<file path="config.mk">
export PLATFORM = sky130hd
export DESIGN_NAME = ps2_key_rx
export DESIGN_NICKNAME = d
export VERILOG_FILES = /design/src/rtl/ps2_pkg.sv /design/src/rtl/ps2_line_filter.sv /design/src/rtl/ps2_key_rx.sv
export SDC_FILE = /design/constraint.sdc
export NUM_CORES = 1
export LEC_CHECK = 0
export CORE_MARGIN = 5
export CORE_UTILIZATION = 60
export CTS_CLUSTER_DIAMETER = 30
export CTS_CLUSTER_SIZE = 10
export DETAILED_ROUTE_END_ITERATION = 10
export GPL_TIMING_DRIVEN = 0
export PLACE_DENSITY = 0.77
export SYNTH_ARGS = -nofsm -noshare
export SYNTH_HDL_FRONTEND = slang
export SYNTH_HIERARCHICAL = 1
export SYNTH_SLANG_ARGS = --single-unit
</file>
<file path="constraint.sdc">
create_clock -name clk -period 2.4 [get_ports clk]
set_clock_uncertainty 0.15 [all_clocks]
set_input_delay 0.6 -clock clk [delete_from_list [all_inputs] [get_ports clk]]
set_output_delay 0.6 -clock clk [all_outputs]
set_load 0.01 [all_outputs]
</file>
<file path="src/rtl/ps2_pkg.sv">
// ============================================================================
// Module      : ps2_pkg
// Description : Shared types and constants for the PS/2 keyboard receiver.
// Revision    : 1.0 - initial release
// ============================================================================
`default_nettype none

package ps2_pkg;

    typedef enum logic [1:0] {
        ST_IDLE   = 2'd0,
        ST_DATA   = 2'd1,
        ST_PARITY = 2'd2,
        ST_STOP   = 2'd3
    } frame_state_t;

    localparam logic [7:0] PS2_EXT   = 8'hE0;
    localparam logic [7:0] PS2_BRK   = 8'hF0;
    localparam logic [7:0] PS2_PAUSE = 8'hE1;

    // Bytes swallowed after an E1 prefix (rest of the Pause sequence).
    localparam logic [2:0] PAUSE_SKIP = 3'd7;

    localparam int KEY_TOGGLE = 10;
    localparam int KEY_PRESS  = 9;
    localparam int KEY_EXT    = 8;

    // Keyboard response / status codes that never describe a key.
    function automatic logic is_discard(input logic [7:0] b);
        return (b == 8'h00) || (b == 8'hAA) || (b == 8'hEE) ||
               (b == 8'hFA) || (b == 8'hFE) || (b == 8'hFF);
    endfunction

endpackage

`default_nettype wire

</file>
<file path="src/rtl/ps2_line_filter.sv">
// ============================================================================
// Module      : ps2_line_filter
// Description : 2-FF synchroniser, counter deglitch filter and fall detector.
// Revision    : 1.0 - initial release
// ============================================================================
`default_nettype none

module ps2_line_filter #(
    parameter int FILTER_LEN = 8
) (
    input  logic clk,
    input  logic reset_n,
    input  logic raw,
    output logic level,
    output logic fall
);

    logic [1:0] r_sync;
    logic [7:0] r_cnt;
    logic       r_level;
    logic       r_fall;
    logic       w_differ;
    logic       w_flip;

    assign w_differ = r_sync[1] ^ r_level;
    assign w_flip   = w_differ && (r_cnt == 8'(FILTER_LEN - 1));

    always_ff @(posedge clk or negedge reset_n) begin
        if (!reset_n) begin
            r_sync  <= 2'b11;
            r_cnt   <= 8'd0;
            r_level <= 1'b1;
            r_fall  <= 1'b0;
        end else begin
            r_sync <= {r_sync[0], raw};
            // Any sample agreeing with the current level restarts the count.
            if (!w_differ) begin
                r_cnt <= 8'd0;
            end else if (w_flip) begin
                r_cnt   <= 8'd0;
                r_level <= ~r_level;
            end else begin
                r_cnt <= r_cnt + 8'd1;
            end
            r_fall <= w_flip & r_level;
        end
    end

    assign level = r_level;
    assign fall  = r_fall;

endmodule

`default_nettype wire

</file>
<file path="src/rtl/ps2_key_rx.sv">
// ============================================================================
// Module      : ps2_key_rx
// Description : PS/2 frame receiver and Set-2 scan-code decoder producing the
//               toggle-style ps2_key event word. Optional typematic-repeat
//               suppression when PS2_TYPEMATIC_FILTER_EN is defined.
// Revision    : 1.0 - initial release
// ============================================================================
`default_nettype none

module ps2_key_rx
    import ps2_pkg::*;
#(
    parameter int CLK_FREQ   = 64000000,
    parameter int FILTER_LEN = 8,
    parameter int TIMEOUT_US = 2000
) (
    input  logic        clk,
    input  logic        reset_n,
    input  logic        ps2_clk_i,
    input  logic        ps2_data_i,
    output logic [10:0] ps2_key,
    output logic        err
);

    localparam int TMO_CYCLES = CLK_FREQ / 1000000 * TIMEOUT_US;
    localparam int TMO_W      = $clog2(TMO_CYCLES + 1);
    localparam logic [TMO_W-1:0] TMO_LAST = TMO_W'(TMO_CYCLES - 1);

    logic w_fall;
    logic w_data;
    logic w_clk_level_unused;
    logic w_data_fall_unused;

    ps2_line_filter #(.FILTER_LEN(FILTER_LEN)) u_clk_filter (
        .clk     (clk),
        .reset_n (reset_n),
        .raw     (ps2_clk_i),
        .level   (w_clk_level_unused),
        .fall    (w_fall)
    );

    ps2_line_filter #(.FILTER_LEN(FILTER_LEN)) u_data_filter (
        .clk     (clk),
        .reset_n (reset_n),
        .raw     (ps2_data_i),
        .level   (w_data),
        .fall    (w_data_fall_unused)
    );

    frame_state_t     r_state, w_state_nx;
    logic [2:0]       r_bitcnt, w_bitcnt_nx;
    logic [7:0]       r_shift, w_shift_nx;
    logic             r_parity, w_parity_nx;
    logic [TMO_W-1:0] r_tmo_cnt;
    logic             w_byte_ok;
    logic             w_frame_err;
    logic             w_timeout;

    always_comb begin
        w_state_nx  = r_state;
        w_bitcnt_nx = r_bitcnt;
        w_shift_nx  = r_shift;
        w_parity_nx = r_parity;
        w_byte_ok   = 1'b0;
        w_frame_err = 1'b0;
        w_timeout   = 1'b0;
        if (w_fall) begin
            case (r_state)
                ST_IDLE: begin
                    if (!w_data) begin
                        w_state_nx  = ST_DATA;
                        w_bitcnt_nx = 3'd0;
                    end
                end
                ST_DATA: begin
                    w_shift_nx  = {w_data, r_shift[7:1]};
                    w_bitcnt_nx = r_bitcnt + 3'd1;
                    if (r_bitcnt == 3'd7) w_state_nx = ST_PARITY;
                end
                ST_PARITY: begin
                    w_parity_nx = w_data;
                    w_state_nx  = ST_STOP;
                end
                ST_STOP: begin
                    w_state_nx = ST_IDLE;
                    if (w_data && (^{r_shift, r_parity})) w_byte_ok = 1'b1;
                    else                                  w_frame_err = 1'b1;
                end
                default: w_state_nx = ST_IDLE;
            endcase
        end else if ((r_state != ST_IDLE) && (r_tmo_cnt == TMO_LAST)) begin
            w_timeout  = 1'b1;
            w_state_nx = ST_IDLE;
        end
    end

    logic       r_byte_stb;
    logic [7:0] r_byte;
    logic       r_err;

    always_ff @(posedge clk or negedge reset_n) begin
        if (!reset_n) begin
            r_state    <= ST_IDLE;
            r_bitcnt   <= 3'd0;
            r_shift    <= 8'd0;
            r_parity   <= 1'b0;
            r_tmo_cnt  <= '0;
            r_byte_stb <= 1'b0;
            r_byte     <= 8'd0;
            r_err      <= 1'b0;
        end else begin
            r_state    <= w_state_nx;
            r_bitcnt   <= w_bitcnt_nx;
            r_shift    <= w_shift_nx;
            r_parity   <= w_parity_nx;
            r_byte_stb <= w_byte_ok;
            r_err      <= w_frame_err | w_timeout;
            if (w_byte_ok) r_byte <= r_shift;
            if (w_fall || (r_state == ST_IDLE) || w_timeout) r_tmo_cnt <= '0;
            else                                             r_tmo_cnt <= r_tmo_cnt + 1'b1;
        end
    end

    logic        r_ext;
    logic        r_brk;
    logic [2:0]  r_skip;
    logic [10:0] r_key;
    logic        w_code;
    logic        w_suppress;

    assign w_code = r_byte_stb && (r_skip == 3'd0) && (r_byte != PS2_PAUSE) &&
                    (r_byte != PS2_EXT) && (r_byte != PS2_BRK) && !is_discard(r_byte);

`ifdef PS2_TYPEMATIC_FILTER_EN
    logic [8:0] r_last_make;
    logic       r_last_valid;

    assign w_suppress = !r_brk && r_last_valid && (r_last_make == {r_ext, r_byte});

    always_ff @(posedge clk or negedge reset_n) begin
        if (!reset_n) begin
            r_last_make  <= 9'd0;
            r_last_valid <= 1'b0;
        end else if (w_code) begin
            if (!r_brk) begin
                r_last_make  <= {r_ext, r_byte};
                r_last_valid <= 1'b1;
            end else if (r_last_make == {r_ext, r_byte}) begin
                r_last_valid <= 1'b0;
            end
        end
    end
`else
    assign w_suppress = 1'b0;
`endif

    always_ff @(posedge clk or negedge reset_n) begin
        if (!reset_n) begin
            r_ext  <= 1'b0;
            r_brk  <= 1'b0;
            r_skip <= 3'd0;
            r_key  <= 11'd0;
        end else if (r_byte_stb) begin
            if (r_skip != 3'd0) begin
                r_skip <= r_skip - 3'd1;
            end else if (r_byte == PS2_PAUSE) begin
                r_skip <= PAUSE_SKIP;
            end else if (r_byte == PS2_EXT) begin
                r_ext <= 1'b1;
            end else if (r_byte == PS2_BRK) begin
                r_brk <= 1'b1;
            end else if (w_code) begin
                if (!w_suppress) r_key <= {~r_key[KEY_TOGGLE], ~r_brk, r_ext, r_byte};
                r_ext <= 1'b0;
                r_brk <= 1'b0;
            end
        end
    end

    assign ps2_key = r_key;
    assign err     = r_err;

endmodule

`default_nettype wire

</file>
== Word level (Yosys, flattened, before mapping) ==
Cells that the tools add are included.
W data, S select, Z words.
Storage, ports and cells
  register bits: 80
  bits in latches: 0
  RAM bits: 0
  bits in read-only memories: 0
  bits of input ports: 4
  output and inout port bits: 12
  memories kept: 0
Operators by class
  add/subtract/negate cells: 5
  multipliers: 0
  div/mod/pow operators: 0
  order comparisons: 0
  equal/unequal tests: 22
  shifts and indexed selects: 0
  muxes and demuxes: 26
  bitwise operators: 12
  reduce and logical (&&, ||, !) cells: 38
Operator list (number)
  $eq A8 B8 Y1 const B: 8
  $mux W8: 4
  $ne A8 B8 Y1 const B: 3
  $add A17 B1 Y17 const B: 1
  $eq A17 B17 Y1 const B: 1
  $mux W17: 1
  $add A8 B1 Y8 const B: 2
  $eq A8 B3 Y1 const B: 2
  $mux W1: 12
  $reduce_bool A2 Y1: 6
  $reduce_and A2 Y1: 5
  $reduce_and A5 Y1: 2
  $logic_and A1 B1 Y1: 9
  $mux W3: 3
  $reduce_xor A9 Y1: 1
  $logic_not A8 Y1: 1
  $mux W2: 4
  $not A1 Y1: 8
  $pmux W2 S4: 1
  $logic_or A1 B1 Y1: 7
  $ne A3 B3 Y1 const B: 2
  $pmux W3 S2: 1
  $reduce_and A3 Y1: 2
  $reduce_and A6 Y1: 1
  other kinds (13): 16

== Depth between registers and ports, before layout ==
  depth in word-level cells: 11
  depth in mapped cells: 8

== Hierarchy ==
Netlist, hierarchy kept.
By module, submodules not included
  ps2_key_rx: times used 1, cells an instance 223, area an instance 2670.1 µm², sequential area each 1426.4 µm²
  ps2_line_filter: times used 2, cells an instance 45, area an instance 515.5 µm², sequential area each 304.0 µm²

== Worst setup path before layout ==
Ideal clock, no wire load.
  path type: reg2reg
  start: reg r_state[0]
  end: reg r_tmo_cnt[15]
  library setup time: 119 ps
  data arrival time: 1958 ps
  data required time: 2131 ps
  path slack: 174 ps
  cell stages (with the launch flop): 9
  buffers on the path: 2
  cells stage by stage: dfrtp_1 > inv_1 > ha_1 > or4b_2 > nor4_2 > or3_1 > buf_4 > buf_6 > nor2_1
Between the ends
  word-level cells in the longest chain between the ends: 6
Ends and longest elaborated chain
  from (decl): line ps2_key_rx.sv:50  | frame_state_t r_state, w_state_nx;
  from (signal assigned): line ps2_key_rx.sv:112  | r_state <= w_state_nx;
  $reduce_bool A2 Y1: line ps2_key_rx.sv:91  | end else if ((r_state != ST_IDLE) && (r_tmo_cnt == TMO_LAST)) begin
  $logic_and A1 B1 Y1: line ps2_key_rx.sv:91
  $mux W1: line ps2_key_rx.sv:91
  $mux W1: line ps2_key_rx.sv:67  | if (w_fall) begin
  $logic_or A1 B1 Y1 *: line ps2_key_rx.sv:119  | if (w_fall || (r_state == ST_IDLE) || w_timeout) r_tmo_cnt <= '0;
  $mux W17 *: line ps2_key_rx.sv:119
  to (signal assigned): line ps2_key_rx.sv:120  | else r_tmo_cnt <= r_tmo_cnt + 1'b1;
  to (decl): line ps2_key_rx.sv:54  | logic [TMO_W-1:0] r_tmo_cnt;
Mark *: on every way between the ends. The rest lies on a longest branch, timed or not.
A chain may end at the register's enable or synchronous reset.

== Worst setup path in the final report ==
  start: reg r_skip[0]
  end: reg r_key[6], in the netlist ps2_key[6]
Between the ends
  word-level cells in the longest chain between the ends: 7
Ends and longest elaborated chain
  from (decl): line ps2_key_rx.sv:126  | logic [2:0] r_skip;
  from (signal assigned): line ps2_key_rx.sv:165  | r_skip <= r_skip - 3'd1;
  $logic_not A3 Y1: line ps2_key_rx.sv:131  | assign w_code = r_byte_stb && (r_skip == 3'd0) && (r_byte != PS2_PAUSE) &&
  $logic_and A1 B1 Y1 (3 in a row): line ps2_key_rx.sv:131
  $logic_and A1 B1 Y1 (2 in a row): line ps2_key_rx.sv:132  | (r_byte != PS2_EXT) && (r_byte != PS2_BRK) && !is_discard(r_byte);
  $reduce_and A6 Y1 (no source line) *
  to (signal assigned): line ps2_key_rx.sv:173  | if (!w_suppress) r_key <= {~r_key[KEY_TOGGLE], ~r_brk, r_ext, r_byte};
  to (decl): line ps2_key_rx.sv:127  | logic [10:0] r_key;
Marked as above.

==> results.toml <==
[power]
power_leakage_nw = 1.93
p_int_mw = 2.01
switching_power_mw = 0.653
sw_frac_of_total = 0.245
vdd_drop_max_mv = 0.442
powerDensity_nw_per_um2 = 640
p_seq_frac = 0.563
clockPowerShare = 0.359
power.total_mw = 2.66
power_frac_comb = 0.078

[global_route]
antenna_found_initial = 0
grt_first_pass_wirelength_um = 10400
grt_max_degree = 52
grtUsageTotal = 0.173
grt_pass1_vias = 2302
gr-total-overflow = 0

[placed_design]
place_ws_ns = -0.138
place.gp.congestion = 0.792
io_buffers = 15
dpl_cell_area_sq_um = 3940
post-dp-hpwl_um = 4030

[detailed_routing]
drtAntennaViolNets = 0
drc = 0
wire_per_inst_um = 13.8
finalWirelength_um = 5800
via_per_inst = 5.55
drt_iter0_markers = 98
firstDrtPassIters = 4
num_vias = 2331

[layout]
fillers = 442
regArea_sq_um = 2010
utilization = 0.702
drive_above_1_share = 0.186
n_antenna_cell = 0
final_nets = 357
final_area_sq_um = 4160
area_growth_pct = 13.3
multi_input_area_sq_um = 1590

[synthesis]
synth_area_sq_um = 3670
yosys_warnings = 6
syn_nets = 328
syn-mean-instance-area_sq_um = 11.8
synth_cells = 311

[critical_path]
cp_slowest_stage_delay_ns = 0.38
r2r_start = "r_skip[0]$_DFFE_PN0P_"
r2r_cells = 8
required_ns = 2.48
critical_path_arrival_ns = 2.27
startpoint_type = "flip-flop"
critPathKind = "reg2reg"
crit_slowest_cell = "dfrtp_1"
path_max_fanout = 10
r2r_setup_slack_ns = 0.22
crit_path_end_kind = "flip-flop"
regToRegEndpoint = "ps2_key[6]$_DFFE_PN0P_"
cp_cell_sequence = "inv_1 > ha_1 > nand2b_1 > nor2_1 > o2111ai_1 > a21oi_2 > buf_4 > mux2_2"

[timing]
fin_crit_sh = 0.910
hold_viol = 0
slew_headroom = 0.712
fin_crit_ns = 2.18
finalWorstSetupSlack_ns = 0.216
grt_setup_unrepaired = "false"
worstMarginPinSlew_ns = 0.427
finalSetupViolCount = 0
clock.fmax_mhz = 458
maxSlewViolCount = 0

[die]
dieWidth_um = 88.2
die_h_um = 88.2
rows = 28
fp.coreArea_sq_um = 5920
die_area_sq_um = 7780
initial_core_util = 0.620
ios = 16

[clock_tree]
cts-htree-levels = 3
cts_buffers = 9
cts_tree = "done"
clkTransAtPathRegs_ns = 0.08
cts-root-buf = "clkbuf_8"
clk_path_buf_depth = 2
insertion_delay_ns = 0.34
clock_sinks = 80

[outcome]
outcome = "completed"

[job]
cap_violations = 0

[worst_hold_path]
hp-class = "in2async"
worst max-delay path: cells and delay by family (launching register included):
kind	cells	cell delay [ns]
AO/OA/AOI/OAI	2	0.42
buffers and inverters	2	0.32
adder cells (fa/ha/maj)	1	0.17
AND/OR/NAND/NOR	2	0.29
flip-flops	1	0.38
multiplexers	1	0.35
stage by stage:
step | TNS, ns | instances | hold slack [ns]
final | 0 | 420 | 0.0260
after global routing | 0 | 420 | 0.0477
after CTS | 0 | 420 | 0.0251
after detailed placement | -1.34 | 402 | 0.198
after global placement | -168.43 | 401 | 0.197
after floorplan | 0 | 311 | 0.154
routing by layer:
metal  track usage  vias up  routed length, um
met1         0.228     1160               2820
li1              -     1142                  -
met4        0.0948        0                121
met3        0.0339        9                121
met5             0        -                  0
met2         0.269       20               2740
area by class of cell:
cell class / count / share of cell area
inverters: 15 / 0.0135
flip-flops and latches: 80 / 0.483
clock inverters: 4 / 0.0108
plain buffers: 4 / 0.00752
multi-input cells: 212 / 0.382
well taps: 75 / 0.0226
clock buffers: 12 / 0.0349
repair buffers: 18 / 0.0457
sequential cells by signal (all words and copies together), names as in the netlist:
signal / flops
r_tmo_cnt: 17
ps2_key: 11
r_byte: 8
r_shift: 8
u_clk_filter/r_cnt: 8
u_data_filter/r_cnt: 8
r_bitcnt: 3
r_skip: 3
r_state: 2
u_clk_filter/r_sync: 2
u_data_filter/r_sync: 2
err: 1
r_brk: 1
r_byte_stb: 1
r_ext: 1
r_parity: 1
u_clk_filter/fall: 1
u_clk_filter/level: 1
u_data_filter/level: 1
placed cells by master, fill, tap and decap left out, types with 3 or more instances in the layout:
master,count
nor3_1,6
nor4_1,3
a21oi_1,6
ha_1,12
nand2_1,18
clkdlybuf4s50_1,14
xnor2_1,18
nand4_1,8
inv_1,15
buf_4,5
mux2i_1,3
dfrtp_1,74
and3_1,4
o21ai_0,11
nor2_1,34
mux2_2,27
clkinv_2,3
xor2_1,11
nand3_1,13
or3_1,7
a21oi_2,3
dfstp_2,6
clkbuf_8,10
power groups by stage:
stage	logic, mW	registers (mW)	clock network, mW
after floorplan	0.144	1.51	0
after global placement	0.201	1.52	0
after detailed placement	0.212	1.52	0
after CTS	0.213	1.50	0.988
after global routing	0.246	1.51	1.05
final	0.207	1.50	0.957
how the worst max path moves through the flow:
stage          cells after the start                               end              startpoint  slack (ns)
4_1_cts                            8           r_tmo_cnt[10]$_DFF_PN0_  r_state[0]$_DFFE_PN0P_        0.08
5_1_grt                            8            ps2_key[5]$_DFFE_PN0P_   r_skip[0]$_DFFE_PN0P_        0.02
2_1_floorplan                      8           r_tmo_cnt[15]$_DFF_PN0_  r_state[0]$_DFFE_PN0P_        0.17
3_5_place_dp                       8            r_tmo_cnt[9]$_DFF_PN0_  r_state[0]$_DFFE_PN0P_       -0.14
6_report                           8            ps2_key[6]$_DFFE_PN0P_   r_skip[0]$_DFFE_PN0P_        0.22
3_3_place_gp                       1  u_data_filter/r_cnt[1]$_DFF_PN0_                 reset_n       -2.16
what timing repair did:
item	CTS	global route
gates cloned	0	0
setup buffers	2	0
hold buffers	0	0
pin swaps	1	1
setup endpoints to repair	12	6
gates resized for setup	3	0
Power figures use the tool's default switching activity.
